### config.mk
export PLATFORM = sky130hd
export DESIGN_NAME = dt_pack
export DESIGN_NICKNAME = d
export VERILOG_FILES = /design/src/rtl/dt_pkg.sv /design/src/rtl/dt_pack_shreg.sv /design/src/rtl/dt_pack.sv
export SDC_FILE = /design/constraint.sdc
export NUM_CORES = 1
export LEC_CHECK = 0
export CORE_MARGIN = 1.5
export CORE_UTILIZATION = 35
export DETAILED_ROUTE_END_ITERATION = 16
export GPL_ROUTABILITY_DRIVEN = 1
export SYNTH_ARGS = -nofsm -noshare
export SYNTH_HDL_FRONTEND = slang
export SYNTH_SLANG_ARGS = --single-unit
### constraint.sdc
create_clock -name clk -period 1.6 [get_ports clk]
set_input_delay 0.16 -clock clk [delete_from_list [all_inputs] [get_ports clk]]
set_output_delay 0.16 -clock clk [all_outputs]
set_load 0.05 [all_outputs]
### src/rtl/dt_pkg.sv
// Shared distance-transform definitions: FSM states and memory geometry.
// Used by the DT engine, the packer and their testbenches.
package dt_pkg;

    localparam int IMG_SIDE     = 128;
    localparam int PIX_PER_WORD = 16;
    localparam int STI_ADDR_W   = 10;
    localparam int RES_ADDR_W   = 14;

    typedef enum logic [1:0] {
        IDLE  = 2'd0,
        READ  = 2'd1,
        FLUSH = 2'd2,
        DONE  = 2'd3
    } dt_state_e;

endpackage

### src/rtl/dt_pack_shreg.sv
// 16-bit serial-in/parallel-out packer: bits shift in MSB-first, and the
// load strobe captures the completed word (including the current bit).
module dt_pack_shreg
    import dt_pkg::*;
(
    input  logic                    clk,
    input  logic                    reset,
    input  logic                    shift_en,
    input  logic                    bit_in,
    input  logic                    load,
    output logic [PIX_PER_WORD-1:0] par_out
);

    // Only 15 bits of history are needed; the 16th bit arrives with the load.
    logic [PIX_PER_WORD-2:0] sr_q;
    logic [PIX_PER_WORD-1:0] par_q;

    always_ff @(posedge clk or negedge reset) begin
        if (!reset) begin
            sr_q  <= '0;
            par_q <= '0;
        end else begin
            if (shift_en) begin
                sr_q <= {sr_q[PIX_PER_WORD-3:0], bit_in};
            end
            if (shift_en && load) begin
                par_q <= {sr_q, bit_in};
            end
        end
    end

    assign par_out = par_q;

endmodule

### src/rtl/dt_pack.sv
// Thresholds the 128x128 distance result RAM and packs it into 1024x16 STI words.
// Optional frame statistics (max_dist, ones_cnt) are built when DT_PACK_STATS_EN is defined.
//
// state | meaning
// IDLE  | waiting for start; only state that accepts start
// READ  | one pixel read, thresholded and shifted per cycle
// FLUSH | write of the final word 1023 in flight
// DONE  | one-cycle done pulse, then back to IDLE
module dt_pack
    import dt_pkg::*;
#(
    parameter int IMG_PIX = 16384,
    parameter int PIX_W   = 8
) (
    input  logic                    clk,
    input  logic                    reset,
    input  logic                    start,
    input  logic [PIX_W-1:0]        thr,
    output logic                    busy,
    output logic                    done,
    output logic                    res_rd,
    output logic [RES_ADDR_W-1:0]   res_addr,
    input  logic [PIX_W-1:0]        res_di,
    output logic                    sti_wr,
    output logic [STI_ADDR_W-1:0]   sti_addr,
    output logic [PIX_PER_WORD-1:0] sti_do,
    output logic [PIX_W-1:0]        max_dist,
    output logic [14:0]             ones_cnt
);

    localparam logic [RES_ADDR_W-1:0] LAST_PIX = RES_ADDR_W'(IMG_PIX - 1);

    dt_state_e             state_q, state_d;
    logic [RES_ADDR_W-1:0] pix_cnt_q;
    logic [PIX_W-1:0]      thr_q;
    logic                  sti_wr_q;
    logic [STI_ADDR_W-1:0] sti_addr_q;

    logic start_acc;
    logic rd_en;
    logic pix_bit;
    logic word_end;

    assign start_acc = (state_q == IDLE) && start;
    assign rd_en     = (state_q == READ);
    assign pix_bit   = (res_di >= thr_q);
    assign word_end  = rd_en && (pix_cnt_q[3:0] == 4'hF);

    always_ff @(posedge clk or negedge reset) begin
        if (!reset) begin
            state_q <= IDLE;
        end else begin
            state_q <= state_d;
        end
    end

    always_comb begin
        state_d = state_q;
        case (state_q)
            IDLE:    if (start) state_d = READ;
            READ:    if (pix_cnt_q == LAST_PIX) state_d = FLUSH;
            FLUSH:   state_d = DONE;
            DONE:    state_d = IDLE;
            default: state_d = IDLE;
        endcase
    end

    always_comb begin
        busy   = (state_q != IDLE);
        done   = (state_q == DONE);
        res_rd = (state_q == READ);
    end

    // pix_cnt wraps to 0 on the last read, which is exactly the FLUSH entry.
    always_ff @(posedge clk or negedge reset) begin
        if (!reset) begin
            pix_cnt_q  <= '0;
            thr_q      <= '0;
            sti_wr_q   <= 1'b0;
            sti_addr_q <= '0;
        end else begin
            if (start_acc) begin
                thr_q <= thr;
            end
            if (rd_en) begin
                pix_cnt_q <= pix_cnt_q + 1'b1;
            end
            sti_wr_q <= word_end;
            if (word_end) begin
                sti_addr_q <= pix_cnt_q[RES_ADDR_W-1:4];
            end
        end
    end

    dt_pack_shreg u_shreg (
        .clk      (clk),
        .reset    (reset),
        .shift_en (rd_en),
        .bit_in   (pix_bit),
        .load     (word_end),
        .par_out  (sti_do)
    );

    assign res_addr = pix_cnt_q;
    assign sti_wr   = sti_wr_q;
    assign sti_addr = sti_addr_q;

`ifdef DT_PACK_STATS_EN
    logic [PIX_W-1:0] max_q;
    logic [14:0]      ones_q;

    always_ff @(posedge clk or negedge reset) begin
        if (!reset) begin
            max_q  <= '0;
            ones_q <= '0;
        end else if (start_acc) begin
            max_q  <= '0;
            ones_q <= '0;
        end else if (rd_en) begin
            if (res_di > max_q) begin
                max_q <= res_di;
            end
            if (pix_bit) begin
                ones_q <= ones_q + 15'd1;
            end
        end
    end

    assign max_dist = max_q;
    assign ones_cnt = ones_q;
`else
    assign max_dist = '0;
    assign ones_cnt = '0;
`endif

endmodule

After elaboration in Yosys (flattened, before gate mapping)

Cells that the tools add are included.

Word-level logic and storage cells: 25
Flip-flop bits (word level): 66
Bits of input ports: 19
Output and inout port bits: 67

Add/sub/neg operators: 1
$lt $le $gt $ge: 1
Reductions and logical operators: 6
Equality and inequality tests: 7
Mux-type cells: 3

Operators with widths:

| operator                                                         | number |
|---|---|
| 14-bit by 1-bit adder with 14-bit output (second input constant) | 1 |
| 14-bit == test (second input constant)                           | 1 |
| 8-bit >= comparator                                              | 1 |
| 2-bit case mux with 4 select lines                               | 1 |
| 2-bit == test (second input constant)                            | 2 |
| 4-bit == test (second input constant)                            | 1 |
| 2-bit two-way mux                                                | 2 |
| 1-bit logical AND                                                | 3 |
| 2-bit by 1-bit == test with 1-bit output (second input constant) | 1 |
| 2-bit logical NOT                                                | 1 |
| 2-bit by 1-bit != test with 1-bit output (second input constant) | 1 |
| 2-bit != test (second input constant)                            | 1 |
| 2-bit AND reduction                                              | 1 |
| 2-bit nonzero test                                               | 1 |

Depth between registers and ports, before layout

Gate-level depths: netlist of run 1.

Depth after elaboration: 3
Mapped depth: 7
Depth with buffers taken out: 7

Modules after synthesis

Synthesis of run 1 repeated with hierarchy kept, for this count alone.

Cell total of the unflattened synthesis: 221
Area total of the unflattened synthesis: 3,096.7 um^2

By module, submodules not included:

| module        | cells each | seq. area each (um^2) | area each (um^2) | instances |
|---|---|---|---|---|
| dt_pack       | 155        | 875.8                 | 1,893.1          | 1 |
| dt_pack_shreg | 66         | 775.7                 | 1,203.7          | 1 |

Worst setup path before layout of run 1

Ideal clock, no wire load.

Path type: register to register
From: register state_q[1]
To: register u_shreg.par_q[0], in the netlist u_shreg.par_out[0]
Cell stages (with the launch flop): 7
Arrival: 1.940 ns
Clock period less this slack: 2.061 ns
Path slack: -0.461 ns
Data required time: 1.479 ns
Path through: dfrtp_1 inv_1 ha_1 nand4_1 clkbuf_1 or3_1 o22a_1

Word-level cells in the longest chain between the ends: 3

Ends and longest elaborated chain:

| element                                    | line                | source |
|---|---|---|
| start: declaration                         | dt_pack.sv:33       | `dt_state_e state_q, state_d;` |
| start signal: assignment                   | dt_pack.sv:53       | `state_q <= state_d;` |
| 2-bit by 1-bit == test with 1-bit output * | --                  |  |
| via res_rd                                 | dt_pack.sv:21       | `output logic res_rd,` |
| 1-bit logical AND                          | dt_pack.sv:47       | `assign word_end = rd_en && (pix_cnt_q[3:0] == 4'hF);` |
| 1-bit logical AND *                        | dt_pack_shreg.sv:26 | `if (shift_en && load) begin` |
| end signal: assignment                     | dt_pack_shreg.sv:27 | `par_q <= {sr_q, bit_in};` |
| end: declaration                           | dt_pack_shreg.sv:16 | `logic [PIX_PER_WORD-1:0] par_q;` |

Mark *: on every way through the listed nets, which the timed path passes. The rest lies on a longest branch.
A chain may end at the register's enable or synchronous reset.

Worst setup path in the final report of run 1

From: register state_q[1]
To: register u_shreg.par_q[0], in the netlist u_shreg.par_out[0]

Word-level cells in the longest chain between the ends: 3

Ends and longest elaborated chain:

| element                                    | line                | source |
|---|---|---|
| 2-bit by 1-bit == test with 1-bit output * | dt_pack.sv:45       | `assign rd_en = (state_q == READ);` |
| 1-bit logical AND                          | dt_pack.sv:47       |  |
| 1-bit logical AND *                        | dt_pack_shreg.sv:26 |  |

Every way passes the cells marked *; elsewhere a longest branch is shown, timed or not.

==> flow_summary.yaml, run 1 <==
outcome:
  status: "complete, no violations"
run:
  cap_violations: 0
timing:
  rsz0062_at_grt: "true"
  max_freq_mhz: 629
  finalSetupViolCount: 0
  hold_viol_final: 0
  finalMaxSlewViolations: 0
  fin_ws_ps: 10.6
  fin_crit_ps: 1590
  clock_skew_ps: 12.8
  fin_crit_sh: 0.993
routing:
  drtPass1Iterations: 4
  avgViaCountPerCell: 4.41
  post_drt_wl_per_cell_microns: 12.4
  dr.first_iter.drc_count: 85
  drcViolationCount: 0
  drtAntennaViolNets: 0
  drt-total-wl_microns: 5920
  vias: 2112
clock_network:
  cts.sinks: 66
  cts_buffer_depth: 2
  cts_made_buffers: 9
  htreeDepth: 3
  worstSkewPairLatency_ps: 340
  cts_root_buf: "clkbuf_8"
  cts_tree: "built"
  path_clk_slew_ps: 70
power_and_ir_drop:
  power_switching_uw: 1040
  sw_frac_of_total: 0.274
  clkPwrFrac: 0.417
  ir_drop_uv: 330
  pwr-share-comb: 0.118
  leakage_uw: 0.00197
  finalPower_uw: 3790
  internal_power_uw: 2750
  p_per_area_nw_per_um2: 924
  pwr-share-seq: 0.466
floorplan:
  core-area_sq_um: 8220
  start_util: 0.363
  dieWidth_microns: 95.3
  rows: 33
  die-area_sq_um: 9080
  die_height_microns: 95.3
  io_pins: 86
global_route:
  track_usage: 0.146
  grt_pass1_vias: 2146
  antenna_found_initial: 0
  grt-ovfl-total: 0
  grt_max_degree: 26
  grt_pass1_wl_microns: 10000
logic_synthesis:
  synth_warnings: 0
  synth.distinct_cells: 31
  yosysTopAreaCell: "dfrtp_1"
  synthTopCellsByCount: "80 x nand2_1, 66 x dfrtp_1, 23 x buf_4, 23 x mux2_2, 14 x ha_1"
  synth_top_area_frac: 0.554
  synth_seq_cells: 66
  synthArstFlopShare: 1.00
  syn_area_sq_um: 2980
  synthCells: 275
  synth_edf_count: 0
  ys_seq_area_frac: 0.554
  avgSynthCellArea_sq_um: 10.8
  synth.most_common_cell: "nand2_1"
  synth.area.top_cells: "dfrtp_1 55%, nand2_1 10%, mux2_2 8.7%"
  ys.flop_type: "dfrtp_1"
place:
  io_buffers: 62
  dp_slack_ps: -361
  dp_hpwl_microns: 4290
  place_congestion: 0.738
  post_dp_cell_area_sq_um: 3780
cells_and_area:
  final_layout_size_suffix_gt1_frac: 0.377
  syn2layout_area_growth_pct: 37.5
  diodes: 0
  nets: 402
  final_cell_area_sq_um: 4100
critical_path:
  crit_arrival_ps: 1810
  cp-start-kind: "register"
  critPathCaptureType: "register"
  critical_path.max_fanout: 5
  critical_path_class: "reg -> reg"
  required_ps: 1820
worst_hold_path:
  hold_path.class: "in -> async"
-- registers in the layout, indices dropped and copies added (netlist names) --
signal           flops
u_shreg.par_out     16
thr_q                8
state_q              2
res_addr            14
sti_addr            10
sti_wr               1
u_shreg.sr_q        15
-- path summary, 6_finish.rpt --
path | start | end | slack [ps] | depth (start not counted)
min in group clk | thr[1] | thr_q[1] | 420 | 2
min reg2reg | u_shreg.par_out[10] | u_shreg.par_out[10] | 480 | 2
max in group asynchronous | reset | thr_q[5] | 630 | 3
max reg2reg | state_q[1] | u_shreg.par_out[0] | 10 | 6
max | state_q[1] | u_shreg.par_out[0] | 10 | 6
min | reset | state_q[1] | 270 | 2
-- power by group through the flow --
stage                     sequential, uW  combinational, uW  clock [uW]
final                               1760                446        1580
after global routing                1770                481        1710
after CTS                           1760                454        1630
after detailed placement            1800                446           0
after global placement              1790                441           0
after floorplan                     1900                229           0
-- through the flow --
step | hold WS [ps] | std cells | util | setup TNS (ps)
detailed placement | 118 | 456 | 0.460 | -766
floorplan | -136 | 297 | - | -112
global route | 280 | 479 | 0.499 | -180
global placement | 109 | 456 | 0.460 | -636
CTS | 266 | 474 | 0.492 | -65.9
finish | 273 | 479 | 0.499 | 0
-- worst max-delay path, stage by stage, from the launching register on --
cell     delay, ps
dfrtp_1        390
inv_2           90
ha_4           180
nand4_1        120
buf_4          180
or3_1          340
o22a_1         180
-- metal layers --
metal / GRT usage / wire [microns] / share of wire
met1: 0.178 / 2590 / 0.44
met2: 0.238 / 2890 / 0.49
met3: 0.0407 / 353 / 0.060
met4: 0.0697 / 80 / 0.014
met5: 0 / 0 / 0
-- cells in the final DEF (no fill, tap or decap), types with 2 or more instances in the layout --
cell and count:
buf_12 4, buf_4 67, bufinv_16 2, clkbuf_8 9, clkdlybuf4s50_1 17, clkinv_4 2, conb_1 23, dfrtp_1 52
dfrtp_2 14, ha_1 12, ha_4 2, inv_1 10, inv_2 2, inv_6 2, mux2_2 23, nand2_1 80
nand3_1 4, nand4_1 4, nor2_1 4, nor2_2 2, nor3_1 2, o21ai_0 2, xnor2_1 6, xor2_1 7
-- final cells by class --
cell class	instances	area (sq um)
clock buffers	9	124
clock inverters	7	100
fillers	789	4120
inverters	13	48.8
multi-input cells	188	1240
flip-flops and latches	66	1670
well taps	105	131
repair buffers	91	783
-- what timing repair did --
action	4_1_cts	5_1_grt
resized for setup	5	5
setup buffers	1	5
setup endpoints to repair	7	9
cloned	0	0
endpoints found under the hold margin	15	0
hold buffers	1	0
pin swaps	4	2
-- cell families after synthesis --
| kind of cell | synth area share |
|---|---|
| AO/OA/AOI/OAI | 0.0239 |
| flip-flops | 0.554 |
| buffers and inverters | 0.0839 |
| AND/OR/NAND/NOR | 0.145 |
| other | 0.00126 |
| XOR/XNOR | 0.0382 |
| multiplexers | 0.0953 |
| adder cells (fa/ha/maj) | 0.0588 |
(Power assumes the default switching activity.)
==> inputs of run 2 (changes only) <==
Settings changed: CORE_UTILIZATION 35 to 47, PLACE_DENSITY from default to 0.79.
Clock period 1.6 ns to 1.8 ns, I/O delays scaled along.
==> flow_summary.yaml, run 2 (synthesis gave the netlist of run 1 again) <==
cells_and_area:
  stdcell_count: 427
  diodes: 0
  final_layout_size_suffix_gt1_frac: 0.196
  nets: 383
  layout_common_cells: "80 x nand2_1, 60 x dfrtp_1, 48 x clkdlybuf4s50_1, 23 x mux2_2, 23 x conb_1"
  syn2layout_area_growth_pct: 30.3
  seqCellArea_sq_um: 1660
  n_fill_cell: 512
  final_common_cell: "nand2_1"
  largest_reg_flops: 16
  final_cell_area_sq_um: 3880
  multi_input_area_sq_um: 1190
place:
  io_buffers: 62
  post_dp_cell_area_sq_um: 3690
  place_congestion: 0.715
  dp.cells: 413
  dp_hpwl_microns: 3710
  dp_slack_ps: -284
clock_network:
  path_clk_slew_ps: 70
  post_cts.repair.setup_buffers: 0
  cts_buffer_depth: 2
  cts_made_buffers: 9
  cts_root_buf: "clkbuf_8"
  htreeDepth: 3
  worstSkewPairLatency_ps: 330
  cts.sinks: 66
  cts_tree: "built"
timing:
  worst_slew_pin_slew_ps: 527
  finalMaxSlewViolations: 0
  rsz0062_at_grt: "false"
  hold_ws_ps: 396
  max_freq_mhz: 569
  fin_ws_ps: 43.4
  finalSetupViolCount: 0
  hold_viol_final: 0
  clock_skew_ps: 6.18
  tns_ps: 0
  fin_crit_sh: 0.976
  fin_crit_ps: 1760
  relSlewSlack: 0.648
routing:
  drt-total-wl_microns: 5300
  dr.first_iter.drc_count: 116
  drcViolationCount: 0
  vias: 2079
  drtPass1Iterations: 4
  avgViaCountPerCell: 4.87
  post_drt_wl_per_cell_microns: 12.4
  drtAntennaViolNets: 0
critical_path:
  critical_path.max_fanout: 5
  crit_arrival_ps: 1580
  reg2reg_slack_ps: 160
  max_stage_delay_ps: 830
  crit_chain: "clkdlybuf4s50_1"
  cp_slowest_cell: "clkdlybuf4s50_1"
  crit_buf_inv: 1
  critical_path_class: "reg -> out"
  critPathCaptureType: "output pin"
  cp-start-kind: "register"
  required_ps: 1620
  critPathTopFamily: "buffers and inverters"
worst_hold_path:
  hold_path.class: "in -> async"
power_and_ir_drop:
  clkPwrFrac: 0.354
  power_switching_uw: 797
  sw_frac_of_total: 0.261
  pwr-share-seq: 0.515
  internal_power_uw: 2250
  pwr-share-comb: 0.131
  ir_drop_uv: 383
  leakage_uw: 0.00186
  p_per_area_nw_per_um2: 785
floorplan:
  start_util: 0.495
  rows: 28
  core-area_sq_um: 6030
  dieWidth_microns: 82.7
  io_pins: 86
  die-area_sq_um: 6830
  die_height_microns: 82.7
global_route:
  grt_max_degree: 67
  grt_pass1_vias: 2038
  antenna_found_initial: 0
  grt-ovfl-total: 0
  grt_pass1_wl_microns: 9050
  track_usage: 0.179
outcome:
  status: "complete, no violations"
run:
  cap_violations: 0
run 2: cell count changes in the layout (fill, tap and decap cells not counted), sizes merged:
cell           previous run  this run
buf                      73        19
bufinv                    2         0
clkbuf                    9        13
clkdlybuf4s50            17        48
clkinv                    4         1
dlygate4sd2               0         2
dlymetal6s2s              0         2
inv                      14        12
run 2: final cells by class:
class,instances,area share
flip-flops and latches,66,0.427
inverters,13,0.0126
repair buffers,72,0.186
multi-input cells,188,0.307
clock buffers,13,0.0435
well taps,75,0.0242
run 2: final timing paths:
check,from,end,cells past startpoint
min in group clk,thr[5],thr_q[5],2
max,res_addr[11],res_addr[11],1
max reg2reg,thr_q[0],u_shreg.sr_q[0],5
min reg2reg,u_shreg.par_out[8],u_shreg.par_out[8],2
min,reset,sti_addr[7],3
max in group asynchronous,reset,res_addr[8],3
run 2: power groups by stage:
| stage | Clock (uW) | Combinational, uW | Sequential, uW |
|---|---|---|---|
| finish | 1080 | 401 | 1570 |
| global placement | 0 | 394 | 1590 |
| CTS | 1120 | 403 | 1570 |
| detailed placement | 0 | 401 | 1600 |
| floorplan | 0 | 201 | 1690 |
| global route | 1180 | 432 | 1580 |
run 2: what timing repair did:
action                                 in CTS  in global routing
resized for setup                           2                  7
endpoints found under the hold margin      66                  0
gates cloned                                0                  0
hold buffers                                1                  0
setup endpoints to repair                   2                  7
pin swaps                                   0                  1
run 2: per-stage QoR:
step	util	power, uW
2_1_floorplan	-	1890
3_3_place_gp	0.612	1990
3_5_place_dp	0.612	2000
4_1_cts	0.641	3090
5_1_grt	0.645	3180
6_report	0.645	3050
run 2: per-layer routing:
| layer | global-route usage | vias to the layer above | wire length [microns] | part of all wire |
|---|---|---|---|---|
| met5 | 0 | - | 0 | 0 |
| met4 | 0.0883 | 0 | 91 | 0.017 |
| met3 | 0.0505 | 12 | 370 | 0.070 |
| met2 | 0.286 | 75 | 2580 | 0.49 |
| met1 | 0.223 | 1000 | 2260 | 0.43 |
| li1 | - | 992 | - | - |
==> inputs of run 3 (changes only) <==
Settings changed: TNS_END_PERCENT from default to 20.
==> flow_summary.yaml, run 3 (synthesis gave the netlist of run 1 again) <==
global_route:
  grt_pass1_wl_microns: 9110
  track_usage: 0.182
  grt_pass1_vias: 1966
  grt_max_degree: 31
  grt-ovfl-total: 0
  antenna_found_initial: 0
clock_network:
  cts_buffer_depth: 2
  cts_root_buf: "clkbuf_8"
  worstSkewPairLatency_ps: 340
  htreeDepth: 3
  cts.sinks: 66
  cts_tree: "built"
  cts_made_buffers: 9
  path_clk_slew_ps: 70
cells_and_area:
  n_fill_cell: 500
  final_layout_size_suffix_gt1_frac: 0.195
  syn2layout_area_growth_pct: 32.2
  multi_input_area_sq_um: 1180
  nets: 387
  final_common_cell: "nand2_1"
  largest_reg_flops: 16
  seqCellArea_sq_um: 1650
  postLayoutCoreUtil: 0.654
  diodes: 0
  layout_common_cells: "80 x nand2_1, 64 x dfrtp_1, 44 x clkdlybuf4s50_1, 23 x mux2_2, 23 x conb_1"
place:
  dp_hpwl_microns: 3830
  io_buffers: 62
  place_congestion: 0.721
  dp_slack_ps: -274
routing:
  post_drt_wl_per_cell_microns: 12.3
  vias: 2056
  avgViaCountPerCell: 4.74
  drt-total-wl_microns: 5330
  drtPass1Iterations: 4
  dr.first_iter.drc_count: 112
  drcViolationCount: 0
  drtAntennaViolNets: 0
timing:
  max_freq_mhz: 573
  finalSetupViolCount: 0
  finalMaxSlewViolations: 0
  relSlewSlack: 0.567
  hold_ws_ps: 400
  rsz0062_at_grt: "true"
  tns_ps: 0
  clock_skew_ps: 6.07
  fin_ws_ps: 54.3
  fin_crit_ps: 1750
  worst_slew_pin_slew_ps: 649
  fin_crit_sh: 0.970
  hold_viol_final: 0
floorplan:
  start_util: 0.495
  core-area_sq_um: 6030
  dieWidth_microns: 82.7
  rows: 28
  die_height_microns: 82.7
  die-area_sq_um: 6830
  io_pins: 86
outcome:
  status: "complete, no violations"
critical_path:
  crit_arrival_ps: 1970
  crit_chain: "ha_1 > nand2b_1 > a2111oi_1 > nor3_1 > o32a_1"
  critical_path_class: "reg -> reg"
  critPathTopFamily: "compound AO/OA/AOI/OAI gates"
  startpoint: "thr_q[0]"
  crit_buf_inv: 0
  critPathCaptureType: "register"
  cp_slowest_cell: "dfrtp_1"
  cp-start-kind: "register"
  required_ps: 2030
  max_stage_delay_ps: 390
  r2r_start: "thr_q[0]"
  critical_path.max_fanout: 2
run:
  cap_violations: 0
power_and_ir_drop:
  ir_drop_uv: 556
  leakage_uw: 0.00195
  p_per_area_nw_per_um2: 844
  finalPower_uw: 3330
worst_hold_path:
  hold_path.class: "in -> async"
## run 3: changes by cell type in the layout (fill, tap and decap cells not counted), moves of 2 or more
cell	previous run	this run
buf_4	14	19
clkdlybuf4s50_1	48	44
dfrtp_1	60	64
dfrtp_2	6	2
bufinv_16	0	2
clkbuf_8	12	10
clkinv_2	0	2
dlymetal6s2s_1	2	4
## run 3: final cells by class
class | instances | area share
clock buffers | 11 | 0.0359
inverters | 13 | 0.0124
well taps | 75 | 0.0238
flip-flops and latches | 66 | 0.420
clock inverters | 5 | 0.0197
multi-input cells | 188 | 0.300
repair buffers | 76 | 0.189
## run 3: metrics by stage
stage               area, sq um  cells
floorplan                  3080    297
global placement           3680    415
detailed placement         3680    415
CTS                        3910    432
global route               3940    434
finish                     3940    434
## run 3: worst reg2reg max path, stage by stage, from the launching register on
cell	delay, ps
dfrtp_1	390
ha_1	260
nand2b_1	140
a2111oi_1	380
nor3_1	120
o32a_1	350
## run 3: final timing paths
kind	endpoint	slack (ps)	cells after the start
max	u_shreg.sr_q[0]	50	5
min	state_q[1]	400	2
max reg2reg	u_shreg.sr_q[0]	50	5
min reg2reg	u_shreg.par_out[15]	470	2
max in group asynchronous	u_shreg.sr_q[3]	710	3
min in group clk	thr_q[6]	450	2
## run 3: power by group
part,total (uW),switching (uW),internal [uW]
Combinational,398,275,123
Clock,1360,548,813
Sequential,1570,31.3,1540
## run 3: per-layer routing
metal / track usage / share of wire / wire, microns
met1: 0.229 / 0.45 / 2390
met3: 0.0824 / 0.073 / 389
met4: 0.0650 / 0.019 / 101
met5: 0 / 0 / 0
met2: 0.277 / 0.46 / 2440
## run 3: timing repair
action                                  CTS  global route
endpoints found under the hold margin    27             0
hold buffers                              1             0
gates resized for setup                   3             7
endpoints found under the setup margin    3             9
setup buffers                             0             2
